<file path="src/rtl/vga_pkg.sv">
// Shared VGA constants: default 640x480@60 raster timing, the 6-bit colour type
// and the named palette used by the timing generator and pattern_gen.
package vga_pkg;

  localparam int H_ACTIVE_DEF = 640;
  localparam int H_FP_DEF     = 16;
  localparam int H_SYNC_DEF   = 96;
  localparam int H_BP_DEF     = 48;

  localparam int V_ACTIVE_DEF = 480;
  localparam int V_FP_DEF     = 10;
  localparam int V_SYNC_DEF   = 2;
  localparam int V_BP_DEF     = 33;

  localparam logic SYNC_POL_DEF = 1'b0;

  // Counter width shared by col/row; totals must fit below 2**CNT_W.
  localparam int CNT_W = 10;

  // 2 bits per channel, {r,g,b}.
  typedef logic [5:0] rgb6_t;

  localparam rgb6_t C_BLACK   = 6'b00_00_00;
  localparam rgb6_t C_WHITE   = 6'b11_11_11;
  localparam rgb6_t C_RED     = 6'b11_00_00;
  localparam rgb6_t C_GREEN   = 6'b00_11_00;
  localparam rgb6_t C_BLUE    = 6'b00_00_11;
  localparam rgb6_t C_YELLOW  = 6'b11_11_00;
  localparam rgb6_t C_CYAN    = 6'b00_11_11;
  localparam rgb6_t C_MAGENTA = 6'b11_00_11;
  localparam rgb6_t C_GREY    = 6'b01_01_01;

  // Drive level of a sync line given whether it is asserted and its polarity.
  function automatic logic sync_level(input logic asserted, input logic pol);
    return asserted ? pol : ~pol;
  endfunction

endpackage

</file>
<file path="src/rtl/mod_counter.sv">
// Enabled modulo counter. Resets to MODULUS-1 so the first enabled tick lands
// on 0; exposes the next-state value so the parent can register decodes of it.
module mod_counter #(
  parameter int WIDTH   = 10,
  parameter int MODULUS = 800
) (
  input  logic             clk,
  input  logic             rst_n,
  input  logic             en,
  output logic [WIDTH-1:0] cnt,
  output logic [WIDTH-1:0] cnt_next,
  output logic             wrap
);

  localparam logic [WIDTH-1:0] LAST = WIDTH'(MODULUS - 1);

  logic [WIDTH-1:0] cnt_q;
  logic [WIDTH-1:0] cnt_d;
  logic             wrap_d;

  always_comb begin
    cnt_d  = cnt_q;
    wrap_d = en && (cnt_q == LAST);
    if (en) begin
      cnt_d = wrap_d ? '0 : cnt_q + WIDTH'(1);
    end
  end

  always_ff @(posedge clk or negedge rst_n) begin
    if (!rst_n) begin
      cnt_q <= LAST;
    end else begin
      cnt_q <= cnt_d;
    end
  end

  assign cnt      = cnt_q;
  assign cnt_next = cnt_d;
  assign wrap     = wrap_d;

endmodule

</file>
<file path="src/rtl/vga_timing_gen.sv">
// Raster timing generator: pixel/line counters advanced by pix_en, with
// registered col/row/valid, sync lines and one-clock line/frame start strobes.
module vga_timing_gen
  import vga_pkg::*;
#(
  parameter int   H_ACTIVE = H_ACTIVE_DEF,
  parameter int   H_FP     = H_FP_DEF,
  parameter int   H_SYNC   = H_SYNC_DEF,
  parameter int   H_BP     = H_BP_DEF,
  parameter int   V_ACTIVE = V_ACTIVE_DEF,
  parameter int   V_FP     = V_FP_DEF,
  parameter int   V_SYNC   = V_SYNC_DEF,
  parameter int   V_BP     = V_BP_DEF,
  parameter logic SYNC_POL = SYNC_POL_DEF
) (
  input  logic       clk,
  input  logic       rst_n,
  input  logic       pix_en,
  output logic [9:0] col,
  output logic [9:0] row,
  output logic       valid,
  output logic       hsync,
  output logic       vsync,
  output logic       line_start,
  output logic       frame_start
);

  localparam int H_TOTAL = H_ACTIVE + H_FP + H_SYNC + H_BP;
  localparam int V_TOTAL = V_ACTIVE + V_FP + V_SYNC + V_BP;

  generate
    if (H_TOTAL > 1024 || V_TOTAL > 1024) begin : g_total_check
      $error("vga_timing_gen: H_TOTAL/V_TOTAL must not exceed 1024");
    end
  endgenerate

  localparam logic [CNT_W-1:0] H_ACT_C  = CNT_W'(H_ACTIVE);
  localparam logic [CNT_W-1:0] HS_START = CNT_W'(H_ACTIVE + H_FP);
  localparam logic [CNT_W-1:0] HS_END   = CNT_W'(H_ACTIVE + H_FP + H_SYNC);
  localparam logic [CNT_W-1:0] V_ACT_C  = CNT_W'(V_ACTIVE);
  localparam logic [CNT_W-1:0] VS_START = CNT_W'(V_ACTIVE + V_FP);
  localparam logic [CNT_W-1:0] VS_END   = CNT_W'(V_ACTIVE + V_FP + V_SYNC);

  logic [CNT_W-1:0] hcnt, hcnt_d;
  logic [CNT_W-1:0] vcnt, vcnt_d;
  logic             h_wrap, v_wrap, v_en;

  logic valid_q, valid_d;
  logic hsync_q, hsync_d;
  logic vsync_q, vsync_d;
  logic line_start_q, line_start_d;
  logic frame_start_q, frame_start_d;

  mod_counter #(
    .WIDTH   (CNT_W),
    .MODULUS (H_TOTAL)
  ) u_hcnt (
    .clk      (clk),
    .rst_n    (rst_n),
    .en       (pix_en),
    .cnt      (hcnt),
    .cnt_next (hcnt_d),
    .wrap     (h_wrap)
  );

  assign v_en = h_wrap & pix_en;

  mod_counter #(
    .WIDTH   (CNT_W),
    .MODULUS (V_TOTAL)
  ) u_vcnt (
    .clk      (clk),
    .rst_n    (rst_n),
    .en       (v_en),
    .cnt      (vcnt),
    .cnt_next (vcnt_d),
    .wrap     (v_wrap)
  );

  // Decode from next-state counts so every output flop updates on the tick edge.
  always_comb begin
    valid_d       = (hcnt_d < H_ACT_C) && (vcnt_d < V_ACT_C);
    hsync_d       = sync_level((hcnt_d >= HS_START) && (hcnt_d < HS_END), SYNC_POL);
    vsync_d       = sync_level((vcnt_d >= VS_START) && (vcnt_d < VS_END), SYNC_POL);
    line_start_d  = h_wrap;
    frame_start_d = h_wrap & v_wrap;
  end

  always_ff @(posedge clk or negedge rst_n) begin
    if (!rst_n) begin
      valid_q       <= 1'b0;
      hsync_q       <= ~SYNC_POL;
      vsync_q       <= ~SYNC_POL;
      line_start_q  <= 1'b0;
      frame_start_q <= 1'b0;
    end else begin
      valid_q       <= valid_d;
      hsync_q       <= hsync_d;
      vsync_q       <= vsync_d;
      line_start_q  <= line_start_d;
      frame_start_q <= frame_start_d;
    end
  end

  assign col         = hcnt;
  assign row         = vcnt;
  assign valid       = valid_q;
  assign hsync       = hsync_q;
  assign vsync       = vsync_q;
  assign line_start  = line_start_q;
  assign frame_start = frame_start_q;

endmodule
</file>
<file path="config.mk">
export PLATFORM = sky130hd
export DESIGN_NAME = vga_timing_gen
export DESIGN_NICKNAME = d
export VERILOG_FILES = /design/src/rtl/vga_pkg.sv /design/src/rtl/mod_counter.sv /design/src/rtl/vga_timing_gen.sv
export SDC_FILE = /design/constraint.sdc
export NUM_CORES = 1
export LEC_CHECK = 0
export ABC_AREA = 1
export BUFFER_PORTS_ARGS = -buffer_cell sky130_fd_sc_hd__buf_2
export CAP_MARGIN = 20
export CELL_PAD_IN_SITES_DETAIL_PLACEMENT = 0
export CELL_PAD_IN_SITES_GLOBAL_PLACEMENT = 1
export CORE_MARGIN = 5
export CORE_UTILIZATION = 43
export DETAILED_ROUTE_END_ITERATION = 7
export HOLD_SLACK_MARGIN = 0.03
export PLACE_DENSITY = 0.95
export SYNTH_ARGS = -nofsm -noshare
export SYNTH_HDL_FRONTEND = slang
export SYNTH_SLANG_ARGS = --single-unit
</file>
<file path="constraint.sdc">
create_clock -name clk -period 3.17 [get_ports clk]
set_input_delay 0 -clock clk [delete_from_list [all_inputs] [get_ports clk]]
set_output_delay 0 -clock clk [all_outputs]
set_load 0.05 [all_outputs]
</file>
-- Word level (Yosys, flattened, before mapping)
Index checks and enable logic that the tools add are counted.
- register bits after elaboration: 25
- logic and storage cells: 30
- input port bits: 3
- output and inout port bits: 25
- add/subtract/negate cells: 2
- bitwise operators: 2
- magnitude comparators: 6
- eq/ne operators: 2
- muxes and demuxes: 6
- reduce and logical (&&, ||, !) cells: 5
- operator list (kind ; count):
    two-way mux 10 bit ; 4
    adder 10 x 1 -> 10 bit (second input constant) ; 2
    == test 10 bit (second input constant) ; 2
    < comparator 10 bit (second input constant) ; 2
    < comparator 10 x 9 -> 1 bit (second input constant) ; 2
    >= comparator 10 bit (second input constant) ; 1
    >= comparator 10 x 9 -> 1 bit (second input constant) ; 1
    logical AND 1 bit ; 5
    AND 1 bit ; 2
    two-way mux 1 bit ; 2

-- Depth between registers and ports, before layout
Gate-level depths: netlist (run 1).
- depth after elaboration: 9
- mapped depth: 12
- depth with buffers taken out: 12

-- By module
From an unflattened synthesis (run 1), not the netlist that was laid out.
- cell total of the unflattened synthesis: 191
- area, all modules: 1435.1 sq um
- by module, submodules not included (module ; sequential area each (sq um) ; area an instance (sq um) ; cells an instance ; instances):
    mod_counter at u_vcnt ; 254.0 ; 634.4 ; 86 ; 1
    mod_counter at u_hcnt ; 259.0 ; 578.1 ; 76 ; 1
    vga_timing_gen ; 127.6 ; 222.7 ; 29 ; 1

-- Least setup slack after synthesis (run 1)
No wires, ideal clock.
- kind: register -> register
- start point: register u_hcnt.cnt_q[1] (netlist: u_hcnt.cnt[1])
- end point: register valid_q (netlist: valid)
- buffers on the path: 0
- arrival time: 1.803 ns
- library setup time: 0.069 ns
- required time: 3.101 ns
- path slack: 1.298 ns
- period minus slack after synthesis: 1.872 ns
- stages on the path, launching flop included: 9
- path through: dfstp_2 > ha_1 > nand3_1 > nor2_2 > nand2_2 > or2_0 > nand3_1 > nand3_1 > nor2_2
- word-level cells in the longest chain between the ends: 8
- elaborated cells between the ends (all ways): 12
- those cells by class: add/sub: 1; order compare: 2; eq/ne: 1; mux: 4; bitwise: 1; reduce/logical: 3
- ends and longest elaborated chain (element ; RTL line ; RTL):
    start, declared ; mod_counter.sv:17 ; logic [WIDTH-1:0] cnt_q;
    start signal, assigned ; mod_counter.sv:33 ; cnt_q <= cnt_d;
    parallel branches: the longest is 7 deep, another holds adder 10 x 1 -> 10 bit ; - ;
    logical AND 1 bit (*) ; vga_timing_gen.sv:82 ; valid_d = (hcnt_d < H_ACT_C) && (vcnt_d < V_ACT_C);
    via valid_d ; vga_timing_gen.sv:48 ; logic valid_q, valid_d;
    end signal, assigned ; vga_timing_gen.sv:97 ; valid_q <= valid_d;
    end, declared ; vga_timing_gen.sv:48 ;
Mark *: on every way through the listed nets, which the timed path passes.

-- Worst setup path in the final report (run 1)
- start point: register u_hcnt.cnt_q[0] (netlist: u_hcnt.cnt[0])
- end point: register valid_q (netlist: valid)
Same word-level chain as after synthesis.

==> metrics.cfg, run 1 <==
[synth]
yosysUniqueCellTypes=27
synthAdderAreaFrac_pct=2.32
syn_area_per_cell_um2=7.12
yosys.cell_count.top_type=nand2_1
synth_top_family_by_area=simple AND/OR/NAND/NOR gates
syn_inst=227
synth_flop_cell=dfrtp_1
yosys.area_share.simple_pct=43.7
ys_seq_area_share_pct=39.7
synth_edf_count=0
synth_xor_area_share_pct=1.63
synthMuxAreaShare_pct=0
ys.warnings.count=0
syn_nets=233
synth_common_cells=nand2_1, inv_1, nand3_1, nor2_1, dfrtp_1
async_reset_ff_share_pct=100
synthesis.area_um2=1620
synth-seq-cells=25
synth_top_area_share_pct=20.1
synth_compound_area_share_pct=2.71
synth.area.top_cells=dfrtp_1, dfstp_2, nand2_1
yosysTopAreaCell=dfrtp_1

[min_path]
hold_class=input port to flip-flop
whs_path_depth=3

[clocking]
clk_pin_slew_worst_paths_ps=90
cts.sinks=25
cts_made_buffers=3
clk_latency_ps=270
post_cts_resized=0
post_cts_buffers=0
root_buffer=clkbuf_8
cts_tree=built
htreeDepth=1
ctsHoldBuffers=1
cts_buffer_depth=2

[power_and_ir_drop]
clkPwrFrac_pct=16.4
swShare_pct=48.7
cellLeakagePower_nw=0.990
p_seq_share_pct=39.7
p_sw_uw=575
p_int_uw=607
share_comb_of_total_power_pct=43.9
powerDensity_nw_per_um2=640
ir_worst_vdd_mv=0.593

[floorplan]
fp-row-count=22
boundaryPins=28
coreArea_um2=3660
start_util_pct=44.1
die_h_um=71.3
die_x_um=71.3
dieArea_um2=5080

[timing]
fin_skew_ps=3.93
rsz0062_at_grt=no
slew_viol_final=0
min_period_ps=1890
fmax_ghz=0.528
fin_tns_setup_ps=0
fin_crit_sh_pct=59.8
finalSetupViolations=0
hold_viol=0
tightestPinTransition_ps=543
relSlewSlack_pct=63.8

[place]
place_inst=300
place.gp.congestion=0.869
hpwl_um=2910
port_buffers=27

[detailed_routing]
drt_iter0_drc=81
wirelength_um=3730
vias=1455
drc_errors=0
drtAntennaViolNets=0
wire_per_inst_um=12.2
firstDrtPassIters=4
vias_per_cell=4.77

[finish]
layout-drive-gt1-share_pct=25.7
n_antenna_cell=0
fin_cells=305
nNetsFinal=264
syn2layout_area_growth_pct=14.4

[setup_path]
cp_slowest_stage_delay_ps=570
cp.required_ps=3340
crit_chain=ha_1 > nand3_1 > nor2_2 > nand2_2 > inv_2 > nand3_1 > nand2_1 > nand3_1 > nand3_1 > nor2_2
crit_path_top_delay_cell=dfstp_2
cp.arrival_ps=2060
cp_common_cell=nand3_1
critPathMaxFanout=5
end_kind=flip-flop
critPathKind=flip-flop to flip-flop
critPathLaunchType=flip-flop
ff2ff_path_depth=10

[global_routing]
grt_pass1_vias=1441
antenna_found_initial=0
grt_start_max_net_pins=26
grt_pass1_wl_um=6610
grt_use_total_pct=16.0
overflow=0

[flow_run]
max-cap-violations=0

[run_status]
status=completed

==> logic make-up after synthesis <==
logic type / count (synthesis)
AND/OR/NAND/NOR: 148
flip-flops: 25
buffers and inverters: 40
AO/OA/AOI/OAI: 8
XOR/XNOR: 3
adder cells (fa/ha/maj): 3
==> power by group through the flow <==
stage                     registers (mW)  clock network (mW)  logic [mW]
after floorplan                    0.629                   0       0.254
after global placement             0.473                   0       0.523
after detailed placement           0.474                   0       0.520
after CTS                          0.470               0.198       0.523
after global routing               0.483               0.214       0.567
final                              0.469               0.194       0.520
==> sequential cells by signal, indices dropped and copies added (netlist names) <==
| register | cells |
|---|---|
| u_hcnt.cnt | 10 |
| valid | 1 |
| u_vcnt.cnt | 10 |
| frame_start | 1 |
| vsync | 1 |
| line_start | 1 |
| hsync | 1 |
==> final cells by class <==
cell class	instances	area, µm²
inverters	38	143
fillers	380	1810
well taps	48	60.1
repair buffers	28	145
clock buffers	3	41.3
flip-flops and latches	25	641
multi-input cells	162	813
clock inverters	1	5.00
==> layout by cell type (no fill, tap or decap), drive strengths merged, types with 8 or more instances in the layout <==
cell type,count
dfrtp,13
nand2,78
nand3,21
inv,38
nand4,8
nor3,8
nor2,30
dfstp,12
buf,27
==> critical path: cells and delay by family (launching register included) <==
kind / cells / cell delay (ps)
and+or+nand+nor: 8 / 870
DFF: 1 / 570
buffers and inverters: 1 / 110
adders and majority gates: 1 / 240
==> layer usage <==
layer / vias to the layer above / GRT usage, % / wire, µm
li1: 762 / - / -
met1: 644 / 22.9 / 1810
met2: 43 / 24.2 / 1630
met3: 6 / 2.95 / 223
met4: 0 / 5.64 / 64
met5: - / 0 / 0
==> worst paths after layout <==
path | from | end | slack, ps
min in group asynchronous | rst_n | u_hcnt.cnt[6]$_DFF_PN0_ | 240
min | pix_en | u_hcnt.cnt[1]$_DFF_PN1_ | 70
min reg2reg | u_hcnt.cnt[1]$_DFF_PN1_ | u_hcnt.cnt[1]$_DFF_PN1_ | 490
max | u_hcnt.cnt[0]$_DFF_PN1_ | valid$_DFF_PN0_ | 1280
max in group asynchronous | rst_n | u_vcnt.cnt[3]$_DFF_PN1_ | 2560
max reg2reg | u_hcnt.cnt[0]$_DFF_PN1_ | valid$_DFF_PN0_ | 1280
==> through the flow <==
stage	instance area, µm²	hold WS, ps	setup slack, ps	utilization, %	total power, mW
after floorplan	1620	-296	1300	-	0.882
after global placement	1790	11.8	1310	48.9	0.996
after detailed placement	1790	20.2	1280	48.9	0.994
after CTS	1850	59.0	1250	50.5	1.19
after global routing	1850	87.2	1080	50.5	1.26
final	1850	65.6	1280	50.5	1.18
No activity file was read; power rests on OpenSTA's default activity.
==> run 2: changes to the inputs <==
Settings changed: CORE_UTILIZATION 43 to 40, PLACE_DENSITY 0.95 to 0.9.
Clock period 3.17 ns to 1.75 ns, I/O delays scaled along.
==> run 2 against run 1 <==
Against the previous run:
- total power up 88%
- worst hold slack got worse by 25 ps
- combinational power is 92% higher
- clock skew about the same
- largest power group unchanged
- clock power up 82%
- worst setup slack got worse by 1300 ps
- flip-flop and latch count unchanged
- sequential share of layout area shrank 2.2 points
- first-iteration DRC count increased by 65%
- routed wire length up 7.1%
- fmax up 8.7%
- critical path type unchanged
==> metrics.cfg, run 2 (synthesized netlist as in run 1, its figures left out) <==
[power_and_ir_drop]
cellLeakagePower_nw=1.04  ; +5.2%
ir_worst_vdd_mv=0.824  ; +39%
powerDensity_nw_per_um2=1110  ; +74%
p_seq_share_pct=39.0  ; -0.7 points
swShare_pct=48.5  ; -0.20 points
share_comb_of_total_power_pct=45.1  ; +1.2 points
design_power_total_mw=2.23  ; +88%
clkPwrFrac_pct=15.8  ; -0.6 points
p_int_mw=1.15  ; +89%
p_sw_mw=1.08  ; +88%

[place]
hpwl_um=3090  ; +6.3%
dp_slack_ps=-14.1  ; -1290 ps
place.gp.congestion=0.872  ; +0.36%
place_area_um2=1890  ; +5.4%
port_buffers=27  ; unchanged

[finish]
nNetsFinal=274  ; +3.8%
n_antenna_cell=0  ; unchanged
fillCellCount=401  ; +5.5%
syn2layout_area_growth_pct=23.9
layout-drive-gt1-share_pct=34.1  ; +8.4 points
final_area_um2=2000  ; +8.3%
fin_util_pct=50.4  ; -0.069 points
final_common_cell=nand2_1
layout_common_cells=nand2_1, inv_1, buf_2, nor2_1, nand3_1

[timing]
tightestPinTransition_ps=572  ; +28.7 ps
worst_slack_ps=7.31  ; -1270 ps
min_period_ps=1740  ; -152 ps
fin_crit_sh_pct=99.6  ; +40 points
fin_skew_ps=3.82  ; -0.118 ps
relSlewSlack_pct=61.9  ; -1.9 points
slew_viol_final=0  ; unchanged
hold_viol=0  ; unchanged
finalSetupViolations=0  ; unchanged
fmax_ghz=0.574  ; +8.7%
fin_tns_setup_ps=0  ; unchanged
rsz0062_at_grt=yes

[global_routing]
grt_use_total_pct=16.1  ; +0.039 points
grt_pass1_wl_um=6820  ; +3.1%
antenna_found_initial=0  ; unchanged
grt_pass1_vias=1444  ; +0.21%
overflow=0  ; unchanged
grt_start_max_net_pins=26  ; unchanged

[flow_run]
max-cap-violations=0  ; unchanged

[detailed_routing]
drt_iter0_drc=134  ; +65%
wire_per_inst_um=12.6  ; +3.0%
vias_per_cell=4.82  ; +0.98%
vias=1527  ; +4.9%
drc_errors=0  ; unchanged
firstDrtPassIters=4  ; unchanged
drtAntennaViolNets=0  ; unchanged
wirelength_um=3990  ; +7.1%

[floorplan]
fp-row-count=23  ; +4.5%
die_h_um=73.5  ; +3.2%
die_x_um=73.5  ; +3.2%
boundaryPins=28  ; unchanged
start_util_pct=40.7  ; -3.4 points
coreArea_um2=3970  ; +8.5%
dieArea_um2=5410  ; +6.4%

[clocking]
cts_made_buffers=3  ; unchanged
cts.sinks=25  ; unchanged
htreeDepth=1  ; unchanged
clk_pin_slew_worst_paths_ps=90  ; about the same
root_buffer=clkbuf_8
cts_tree=built
clk_latency_ps=270  ; about the same
cts_buffer_depth=2  ; unchanged

[setup_path]
critPathMaxFanout=4  ; -1
cp.arrival_ps=1950  ; -110 ps
cp.required_ps=1960  ; -1380 ps
critPathKind=flip-flop to flip-flop
end_kind=flip-flop
critPathLaunchType=flip-flop

[min_path]
hold_class=input port to flip-flop

[run_status]
status=completed

[run 2: cell types whose count changed in the layout (fill, tap and decap cells not counted), moves of 3 or more]
cell     delta
buf_4      +10
nand2_1     -3
nand2_2     +3
nand3_1     -3
nor2_1      -3
[run 2: metrics by stage]
stage               hold slack [ps]  std cells
finish                         40.7        317
global route                   85.0        317
CTS                            41.1        314
detailed placement             33.1        309
global placement               19.8        309
floorplan                      -296        227
[run 2: worst paths after layout]
path                                         startpoint                 endpoint  slack (ps)  depth (start not counted)
worst max-delay path            u_hcnt.cnt[1]$_DFF_PN1_          valid$_DFF_PN0_           7                         12
min in group asynchronous                         rst_n  u_hcnt.cnt[5]$_DFF_PN0_         250                          2
max in group asynchronous                         rst_n  u_vcnt.cnt[0]$_DFF_PN0_        1090                          2
worst min-delay path                             pix_en  u_hcnt.cnt[1]$_DFF_PN1_          40                          4
worst max register to register  u_hcnt.cnt[1]$_DFF_PN1_          valid$_DFF_PN0_           7                         12
worst min register to register  u_vcnt.cnt[2]$_DFF_PN1_  u_vcnt.cnt[2]$_DFF_PN1_         550                          2
[run 2: cell type report]
cell class / instances / area [µm²] / area share, %
clock buffers: 3 / 41.3 / 2.06
clock inverters: 1 / 7.51 / 0.375
inverters: 38 / 143 / 7.13
multi-input cells: 162 / 877 / 43.8
flip-flops and latches: 25 / 651 / 32.5
well taps: 50 / 62.6 / 3.13
repair buffers: 38 / 220 / 11.0
[run 2: routing by layer]
metal	routed length (µm)	vias up	part of all wire [%]	track usage [%]
li1	-	785	-	-
met3	186	2	4.7	3.56
met4	27	0	0.68	3.02
met5	0	-	0	0
met1	1890	710	47	22.2
met2	1890	30	47	25.9
[run 2: power groups by stage]
| stage | clock, mW | sequential, mW | combinational [mW] |
|---|---|---|---|
| 3_3_place_gp | 0 | 0.878 | 0.976 |
| 5_1_grt | 0.394 | 0.891 | 1.10 |
| 6_report | 0.353 | 0.869 | 1.00 |
| 2_1_floorplan | 0 | 1.16 | 0.482 |
| 3_5_place_dp | 0 | 0.879 | 0.982 |
| 4_1_cts | 0.372 | 0.870 | 0.984 |
[run 2: critical path, cell delays in order, from the launching register on]
cell,delay [ps]
dfstp_4,650
ha_4,160
inv_2,60
nor2_4,140
buf_4,140
nand3_1,60
nand2_1,60
nand2_1,40
nand3_1,60
nand2_1,80
nand2_1,80
nand3_2,60
nor2_2,70
[run 2: repair_timing]
action / CTS / global route
gates resized for setup: 2 / 9
endpoints found under the hold margin: 13 / 0
pin swaps: 6 / 5
buffers inserted: 0 / 3
setup endpoints to repair: 2 / 3
hold buffers: 1 / 0
==> run 3: changes to the inputs <==
Settings changed: SETUP_SLACK_MARGIN set to 0.5.
==> run 3 against run 2 <==
Against the previous run:
- clock-buffer cell count did not move
- critical path depth fell by 4
- flip-flop and latch count did not move
- total power rose by 12%
- largest power group unchanged
==> metrics.cfg, run 3 (synthesized netlist as in run 1, its figures left out) <==
[run_status]
status=completed

[finish]
final_common_cell=nand2_1
layout_common_cells=nand2_1, inv_1, buf_2, buf_4, nor2_1
n_antenna_cell=0  ; unchanged
final_area_um2=2190  ; +9.4%
syn2layout_area_growth_pct=35.6
layout-drive-gt1-share_pct=42.3  ; +8.2 points
nNetsFinal=286  ; +4.4%
fillCellCount=372  ; -7.2%
fin_cells=329  ; +3.8%

[floorplan]
die_h_um=73.5  ; unchanged
coreArea_um2=3970  ; unchanged
start_util_pct=40.7  ; unchanged
dieArea_um2=5410  ; unchanged
boundaryPins=28  ; unchanged
fp-row-count=23  ; unchanged
die_x_um=73.5  ; unchanged

[place]
place_area_um2=1930  ; +2.3%
place_inst=310  ; +0.32%
hpwl_um=3100  ; +0.43%
port_buffers=27  ; unchanged
place.gp.congestion=0.866  ; -0.71%

[clocking]
cts.sinks=25  ; unchanged
htreeDepth=1  ; unchanged
root_buffer=clkbuf_8
cts_buffer_depth=2  ; unchanged
clk_latency_ps=270  ; about the same
clk_pin_slew_worst_paths_ps=100  ; about the same
cts_made_buffers=3  ; unchanged
cts_tree=built

[timing]
fin_crit_sh_pct=99.4  ; -0.21 points
rsz0062_at_grt=yes
slew_viol_final=0  ; unchanged
relSlewSlack_pct=64.0  ; +2.2 points
fin_skew_ps=1.46  ; -2.36 ps
fin_tns_setup_ps=0  ; unchanged
tightestPinTransition_ps=540  ; -32.4 ps
min_period_ps=1740  ; -3.64 ps
finalSetupViolations=0  ; unchanged
hold_viol=0  ; unchanged
fmax_ghz=0.575  ; +0.21%

[power_and_ir_drop]
powerDensity_nw_per_um2=1140  ; +2.1%
share_comb_of_total_power_pct=50.1  ; +5.0 points
p_sw_mw=1.15  ; +7.0%
p_seq_share_pct=35.1  ; -3.9 points
p_int_mw=1.33  ; +16%
ir_worst_vdd_mv=1.02  ; +24%
cellLeakagePower_nw=1.12  ; +7.8%
clkPwrFrac_pct=14.8  ; -1.0 points
swShare_pct=46.4  ; -2.1 points

[detailed_routing]
vias=1559  ; +2.1%
drtAntennaViolNets=0  ; unchanged
drc_errors=0  ; unchanged
wirelength_um=4100  ; +2.7%
wire_per_inst_um=12.4  ; -1.1%
drt_iter0_drc=114  ; -15%
vias_per_cell=4.74  ; -1.6%
firstDrtPassIters=4  ; unchanged

[setup_path]
cp.arrival_ps=1960  ; about the same
critPathMaxFanout=5  ; +1
critPathLaunchType=flip-flop
critPathBufInv=0  ; -2
cp.required_ps=1970  ; about the same
crit_path_top_delay_cell=dfstp_4
crit_chain=ha_4 > nand3_2 > nor2_4 > nand2_2 > or2_1 > nand3_4 > nand3_2 > nor2_2
ff2ff_path_depth=8  ; -4
critical-path-top-delay-family=simple AND/OR/NAND/NOR gates
critPathKind=flip-flop to flip-flop
reg2reg_to=valid$_DFF_PN0_
cp_slowest_stage_delay_ps=640  ; about the same
end_kind=flip-flop
r2r-start=u_hcnt.cnt[0]$_DFF_PN1_
cp_common_cell=nand3_2
reg2reg_slack_ps=10  ; about the same

[min_path]
hp-start=pix_en
whs_path_depth=3  ; -1
hold_class=input port to flip-flop
hold_end=u_hcnt.cnt[3]$_DFF_PN1_

[global_routing]
grt_start_max_net_pins=26  ; unchanged
antenna_found_initial=0  ; unchanged
grt_pass1_vias=1461  ; +1.2%
grt_pass1_wl_um=6880  ; +0.91%
overflow=0  ; unchanged
grt_use_total_pct=16.5  ; +0.41 points

[flow_run]
max-cap-violations=0  ; unchanged

==> run 3: changes by cell type in the layout (fill, tap and decap cells not counted), moves of 3 or more <==
cell	delta
buf_2	-3
buf_4	+8
buf_6	+3
inv_1	-3
nand2_1	-7
nand2_2	+7
nand3_1	-3
nand3_2	+3
==> run 3: metal layers <==
metal	vias up	part of all wire (%)	track usage, %
li1	806	-	-
met1	709	48	24.1
met2	40	46	25.2
met3	4	5.2	2.19
met4	0	1.3	4.83
met5	-	0	0
==> run 3: what timing repair did <==
action                                  CTS  global route
pin swaps                                13             6
hold buffers                              1             1
endpoints found under the setup margin   25            27
resized for setup                        18            16
hold endpoints to repair                 13             1
buffers inserted                          9             4
==> run 3: metrics by stage <==
stage / worst slack [ps] / total power [mW] / util, % / hold WS, ps
finish: 10.9 / 2.49 / 55.2 / 85.2
global route: -101 / 2.65 / 55.2 / 120
CTS: -1.46 / 2.44 / 53.1 / 38.2
detailed placement: -20.5 / 1.90 / 48.6 / 19.8
global placement: 10.7 / 1.89 / 48.6 / 14.4
floorplan: 14.5 / 1.69 / - / -296
==> run 3: how the worst max path moves through the flow <==
| stage | startpoint | depth (start not counted) | slack [ps] | endpoint |
|---|---|---|---|---|
| 3_3_place_gp | u_hcnt.cnt[1]$_DFF_PN1_ | 8 | 10 | vsync$_DFF_PN1_ |
| 6_report | u_hcnt.cnt[0]$_DFF_PN1_ | 8 | 10 | valid$_DFF_PN0_ |
| 3_5_place_dp | u_hcnt.cnt[1]$_DFF_PN1_ | 8 | -20 | vsync$_DFF_PN1_ |
| 4_1_cts | u_hcnt.cnt[0]$_DFF_PN1_ | 11 | -1 | vsync$_DFF_PN1_ |
| 2_1_floorplan | u_hcnt.cnt[1]$_DFF_PN1_ | 10 | 10 | valid$_DFF_PN0_ |
| 5_1_grt | u_hcnt.cnt[0]$_DFF_PN1_ | 10 | -100 | vsync$_DFF_PN1_ |
==> run 3: cell type report <==
cell class                      count  area, µm²  share of cell area, %
Inverter                           38        145                   6.62
Sequential cell                    25        658                   30.0
Clock buffer                        3       41.3                   1.88
Tap cell                           50       62.6                   2.86
Timing Repair Buffer               50        347                   15.8
Multi-Input combinational cell    162        931                   42.5
Clock inverter                      1       6.26                  0.286
==> run 3: power groups by stage <==
stage	registers [mW]	clock network, mW	logic [mW]
floorplan	1.18	0	0.508
global placement	0.885	0	1.00
detailed placement	0.886	0	1.02
CTS	0.876	0.371	1.19
global route	0.891	0.402	1.35
finish	0.873	0.368	1.25
==> run 3: worst min-delay path: cells and delay by family <==
kind / cells / cell delay [ps]
AND/OR/NAND/NOR: 1 / 60
buffers and inverters: 1 / 150
AO/OA/AOI/OAI: 1 / 150
